File: src/rtl/scanner_scheduler.sv
// Round-robin scheduler for two scanners sharing one serial link to the command node.
// Define SCHED_PARITY_EN to append an even-parity bit after each completed frame.
module scanner_scheduler #(
  parameter int FRAME_BITS = 64,
  parameter int TIMEOUT    = 255,
  parameter int CNT_W      = 8
) (
  input  logic             clk,
  input  logic             rst,
  input  logic             start,
  input  logic             stop,
  input  logic [1:0]       scan_req,
  input  logic [1:0]       scan_clk_out,
  input  logic [1:0]       scan_data_out,
  input  logic             link_ready,
  output logic [1:0]       scan_cmd0,
  output logic [1:0]       scan_cmd1,
  output logic [1:0]       scan_ready_xfer,
  output logic [1:0]       grant,
  output logic             link_valid,
  output logic             link_data,
  output logic [1:0]       ps,
  output logic [CNT_W-1:0] frame_count,
  output logic             xfer_err
);

  // state    | meaning
  // S_IDLE   | no session, scanners idle
  // S_COLLECT| both scanners collecting, waiting for a transfer request
  // S_XFER   | link granted to one scanner, forwarding its bits
  // S_DONE   | one-cycle frame wrap-up, granted scanner in standby
  typedef enum logic [1:0] {
    S_IDLE    = 2'b00,
    S_COLLECT = 2'b01,
    S_XFER    = 2'b10,
    S_DONE    = 2'b11
  } state_t;

  localparam logic [1:0] CMD_IDLE    = 2'b00;
  localparam logic [1:0] CMD_COLLECT = 2'b01;
  localparam logic [1:0] CMD_XFER    = 2'b10;
  localparam logic [1:0] CMD_STANDBY = 2'b11;

  state_t           state_q, state_d;
  logic [1:0]       grant_q;
  logic             last_q;
  logic [CNT_W-1:0] bit_cnt_q;
  logic [CNT_W-1:0] to_cnt_q;
  logic             stop_lat_q;
  logic             abort_q;

  logic             strobe_g, data_g, accept, idle_cyc, frame_end, timeout_hit;
  logic             par_busy;
  logic [1:0]       arb_grant;

`ifdef SCHED_PARITY_EN
  logic par_phase_q;
  logic par_acc_q;
  assign par_busy = par_phase_q;
`else
  assign par_busy = 1'b0;
`endif

  always_comb begin
    strobe_g    = |(scan_clk_out & grant_q);
    data_g      = |(scan_data_out & grant_q);
    accept      = (state_q == S_XFER) && !par_busy && strobe_g && link_ready;
    idle_cyc    = (state_q == S_XFER) && !par_busy && !strobe_g && link_ready;
    frame_end   = accept && (bit_cnt_q == CNT_W'(FRAME_BITS - 1));
    timeout_hit = idle_cyc && (to_cnt_q == CNT_W'(TIMEOUT - 1));
    // On a tie the scanner that was not served last wins
    case (scan_req)
      2'b01:   arb_grant = 2'b01;
      2'b10:   arb_grant = 2'b10;
      2'b11:   arb_grant = last_q ? 2'b01 : 2'b10;
      default: arb_grant = 2'b00;
    endcase
  end

  always_comb begin
    state_d = state_q;
    case (state_q)
      S_IDLE:    if (start) state_d = S_COLLECT;
      S_COLLECT: begin
        if (stop)                          state_d = S_IDLE;
        else if (link_ready && |scan_req)  state_d = S_XFER;
      end
      S_XFER: begin
        if (par_busy || timeout_hit) state_d = S_DONE;
`ifndef SCHED_PARITY_EN
        else if (frame_end)          state_d = S_DONE;
`endif
      end
      S_DONE:    state_d = (stop_lat_q || stop) ? S_IDLE : S_COLLECT;
      default:   state_d = S_IDLE;
    endcase
  end

  always_comb begin
    scan_cmd0       = CMD_IDLE;
    scan_cmd1       = CMD_IDLE;
    scan_ready_xfer = 2'b00;
    case (state_q)
      S_COLLECT: begin
        scan_cmd0 = CMD_COLLECT;
        scan_cmd1 = CMD_COLLECT;
      end
      S_XFER: begin
        scan_cmd0       = grant_q[0] ? CMD_XFER : CMD_COLLECT;
        scan_cmd1       = grant_q[1] ? CMD_XFER : CMD_COLLECT;
        scan_ready_xfer = grant_q & {2{link_ready && !par_busy}};
      end
      S_DONE: begin
        scan_cmd0 = grant_q[0] ? CMD_STANDBY : CMD_COLLECT;
        scan_cmd1 = grant_q[1] ? CMD_STANDBY : CMD_COLLECT;
      end
      default: ;
    endcase
  end

  assign ps    = state_q;
  assign grant = grant_q;

  always_ff @(posedge clk or negedge rst) begin
    if (!rst) begin
      state_q     <= S_IDLE;
      grant_q     <= 2'b00;
      last_q      <= 1'b1;
      bit_cnt_q   <= '0;
      to_cnt_q    <= '0;
      stop_lat_q  <= 1'b0;
      abort_q     <= 1'b0;
      link_valid  <= 1'b0;
      link_data   <= 1'b0;
      frame_count <= '0;
      xfer_err    <= 1'b0;
`ifdef SCHED_PARITY_EN
      par_phase_q <= 1'b0;
      par_acc_q   <= 1'b0;
`endif
    end else begin
      state_q    <= state_d;
      link_valid <= accept;
      link_data  <= accept & data_g;
      case (state_q)
        S_COLLECT: if (state_d == S_XFER) grant_q <= arb_grant;
        S_XFER: begin
          if (stop) stop_lat_q <= 1'b1;
          if (accept) begin
            bit_cnt_q <= bit_cnt_q + 1'b1;
            to_cnt_q  <= '0;
          end else if (idle_cyc) begin
            to_cnt_q <= to_cnt_q + 1'b1;
          end
          if (timeout_hit) begin
            xfer_err <= 1'b1;
            abort_q  <= 1'b1;
          end
        end
        S_DONE: begin
          if (!abort_q) frame_count <= frame_count + 1'b1;
          last_q     <= grant_q[1];
          grant_q    <= 2'b00;
          bit_cnt_q  <= '0;
          to_cnt_q   <= '0;
          abort_q    <= 1'b0;
          stop_lat_q <= 1'b0;
        end
        default: ;
      endcase
`ifdef SCHED_PARITY_EN
      if (accept)    par_acc_q   <= par_acc_q ^ data_g;
      if (frame_end) par_phase_q <= 1'b1;
      if (par_phase_q) begin
        link_valid  <= 1'b1;
        link_data   <= par_acc_q;
        par_phase_q <= 1'b0;
      end
      if (state_q == S_DONE) par_acc_q <= 1'b0;
`endif
    end
  end

endmodule

File: config.mk
export PLATFORM = sky130hd
export DESIGN_NAME = scanner_scheduler
export DESIGN_NICKNAME = d
export VERILOG_FILES = /design/src/rtl/scanner_scheduler.sv
export SDC_FILE = /design/constraint.sdc
export NUM_CORES = 1
export LEC_CHECK = 0
export ABC_AREA = 1
export BUFFER_PORTS_ARGS = -buffer_cell sky130_fd_sc_hd__buf_2
export CORE_MARGIN = 4
export CORE_UTILIZATION = 53
export CTS_CLUSTER_DIAMETER = 50
export DETAILED_ROUTE_END_ITERATION = 8
export PLACE_DENSITY = 0.75
export SYNTH_ARGS = -nofsm -noshare
export SYNTH_HDL_FRONTEND = slang
export SYNTH_SLANG_ARGS = --single-unit
export TNS_END_PERCENT = 5
File: constraint.sdc
create_clock -name clk -period 3.8 [get_ports clk]
set_input_delay 0.57 -clock clk [delete_from_list [all_inputs] [get_ports clk]]
set_output_delay 0.57 -clock clk [all_outputs]
set_load 0.02 [all_outputs]
==> reports/results.tsv <==
stage	metric	value	unit
route	firstDrtPassIters	4	
clock_network	cts_hold_buf	0	
critical_path	rr_startpoint	ps[1]	
route	drt_iter0_drc	71	
critical_path	path_max_fanout	8	
flow_run	maxCapViolations	0	
timing	slew_violations	0	
clock_network	clock-sinks	34	
clock_network	path_clk_slew	110	ps
critical_path	reg2reg_slack	2310	ps
layout	multi_input_area	847.1	um2
clock_network	cts.path.max_buffers	2	
critical_path	slowest_delay	580	ps
power_and_ir_drop	ir_drop	0.2945	mV
global_route	grt_usage	18.00	%
floorplanning	io_pins	32	
timing	rsz0062_at_grt	no	
timing	slew-limit-headroom	49.82	%
logic_synthesis	netlist_instances	220	
route	wire_per_inst	11.64	um
layout	final_cell_mix	nand2_1, dfrtp_1, nor2_1, buf_2, inv_1	
critical_path	cp.arrival	1440	ps
floorplanning	die_h	66.69	um
global_route	antenna_found_initial	0	
placement	io_buffer_count	31	
placement	gp_congestion	0.7826	
timing	tightest_slew	752.7	ps
layout	final_common_cell	nand2_1	
clock_network	cts_resized	0	
route	routed_wl	3540	um
clock_network	cts_tree	done	
clock_network	htreeDepth	2	
logic_synthesis	seq_area_frac_synth	46.68	%
logic_synthesis	synth_seq_cells	34	
logic_synthesis	yosysUniqueCellTypes	32	
logic_synthesis	yosysWarningCount	0	
clock_network	worstSkewPairLatency	330	ps
clock_network	numCtsBuffers	5	
critical_path	critical_path.cell_chain	inv_1 -> o21ai_0 -> buf_2	
layout	fillCellCount	301	
power_and_ir_drop	pwr_density_cell	557.3	nW/um2
logic_synthesis	ys_async_sr_fraction	100.0	%
critical_path	start_kind	flip-flop	
timing	finalCritPeriodShare	53.00	%
timing	hold_violations	0	
layout	diodes	0	
timing	finalSetupViolCount	0	
global_route	grt_pass1_wl	6127	um
route	vias	1511	
logic_synthesis	syn_nets	235	
clock_network	cts_root_buf	clkbuf_4	
timing	hold_ws	289.2	ps
global_route	grt_max_degree	35	
run_status	outcome	finished, final reports clean	
layout	seq_area	852.1	um2
layout	nets	272	
layout	utilization	63.33	%
logic_synthesis	syn_area	1826	um2
critical_path	crit_path_top_delay_cell	dfrtp_1	
critical_path	required	3230	ps
floorplanning	initial_utilization	54.71	%
floorplanning	die_x	66.69	um
critical_path	criticalPathCategory	reg -> out	
clock_network	cts_setup_buffers	0	
timing	fmax	496.5	MHz
critical_path	worstReg2RegEnd	frame_count[5]	
logic_synthesis	synthFlopType	dfrtp_1	
floorplanning	core	3337	um2
critical_path	r2r_cells	6	
route	drc	0	
placement	hpwl	2660	um
logic_synthesis	synth-edff-count	0	
timing	period_needed	2014	ps
layout	drive_above_1_share	22.87	%
layout	area_growth	15.76	%
global_route	grt-ovfl-total	0	
worst_hold_path	hold_path_class	in -> async	
power_and_ir_drop	p_leak	1.181	nW
critical_path	setup.worst_path.end_class	output pin	
timing	clock_skew	16.89	ps
floorplanning	rows	21	
floorplanning	fp.dieArea	4448	um2
global_route	grt_pass1_vias	1439	
route	ant_nets	0	
logic_synthesis	synth_area_per_cell	8.298	um2
route	vias_per_cell	4.970	
timing	fin_tns_setup	0	ps
## metal layers
layer | share of wire [%] | vias to the layer above | global-route usage, % | routed length, um
met1 | 47 | 712 | 23.38 | 1663
met4 | 1.5 | 0 | 6.091 | 53
li1 | - | 776 | - | -
met2 | 49 | 15 | 29.46 | 1740
met5 | 0 | - | 0 | 0
met3 | 2.3 | 8 | 4.047 | 83
## logic make-up after synthesis
kind of cell	Yosys count	synth area share (%)
simple gates	116	31.12
xor+xnor	7	4.181
buf+inv	33	6.922
compound gates	25	7.746
mux	1	0.6168
flops	34	46.68
fa+ha+maj	4	2.742
## worst max-delay path by stage
stage	slack, ps	end	from
2_1_floorplan	1970	scan_cmd0[0]	ps[1]
4_1_cts	1790	scan_cmd1[0]	ps[1]
3_3_place_gp	2130	scan_ready_xfer[0]	link_ready
6_report	1790	scan_cmd1[0]	ps[1]
3_5_place_dp	2100	scan_ready_xfer[0]	link_ready
5_1_grt	1650	scan_cmd1[0]	ps[1]
## power breakdown
part           switching [mW]  internal, mW  total (mW)  leakage (nW)
clock network           0.119         0.126       0.246        0.0446
logic                   0.264         0.137       0.402         0.686
registers              0.0928         0.437       0.530         0.451
total                   0.477         0.701        1.18          1.18
## cell type report
cell class	instances	share of cell area, %
Clock buffer	8	3.730
Timing Repair Buffer	31	7.342
Multi-Input combinational cell	153	40.08
Tap cell	46	2.724
Inverter	32	5.802
Sequential cell	34	40.32
## flip-flops by register name, summed over array words and instances (netlist names), 2 cells and up
| name | count |
|---|---|
| grant | 2 |
| to_cnt_q | 8 |
| bit_cnt_q | 8 |
| ps | 2 |
| frame_count | 8 |
## per-stage QoR
stage	std cells	area [um2]	worst slack, ps	total power, mW
finish	304	2113	1786	1.178
global route	304	2113	1647	1.264
CTS	304	2113	1794	1.189
detailed placement	296	2034	2102	0.9425
global placement	296	2034	2128	0.9329
floorplan	220	1826	1968	0.8156
## synth_stat cells, types with 2 or more instances
cell / n / area share [%]
ha_1: 4 / 2.7
o21ai_1: 2 / 0.55
a21oi_1: 6 / 1.6
nand2_1: 50 / 10
nor2_4: 3 / 1.9
nand3_1: 11 / 3.0
xor2_1: 4 / 1.9
inv_1: 30 / 6.2
nand3b_1: 2 / 0.82
o21ai_0: 11 / 3.0
dfrtp_1: 33 / 45
xnor2_2: 2 / 1.8
nand4_1: 7 / 2.4
nor2_1: 32 / 6.6
nand2_4: 4 / 2.5
nand2_2: 3 / 1.0
## worst max-delay path, delay by kind of cell (launching register included)
family | cells | cell delay, ps
buf+inv | 2 | 350
flops | 1 | 580
compound gates | 1 | 180
Note: power is estimated with default switching activity, not from simulation.
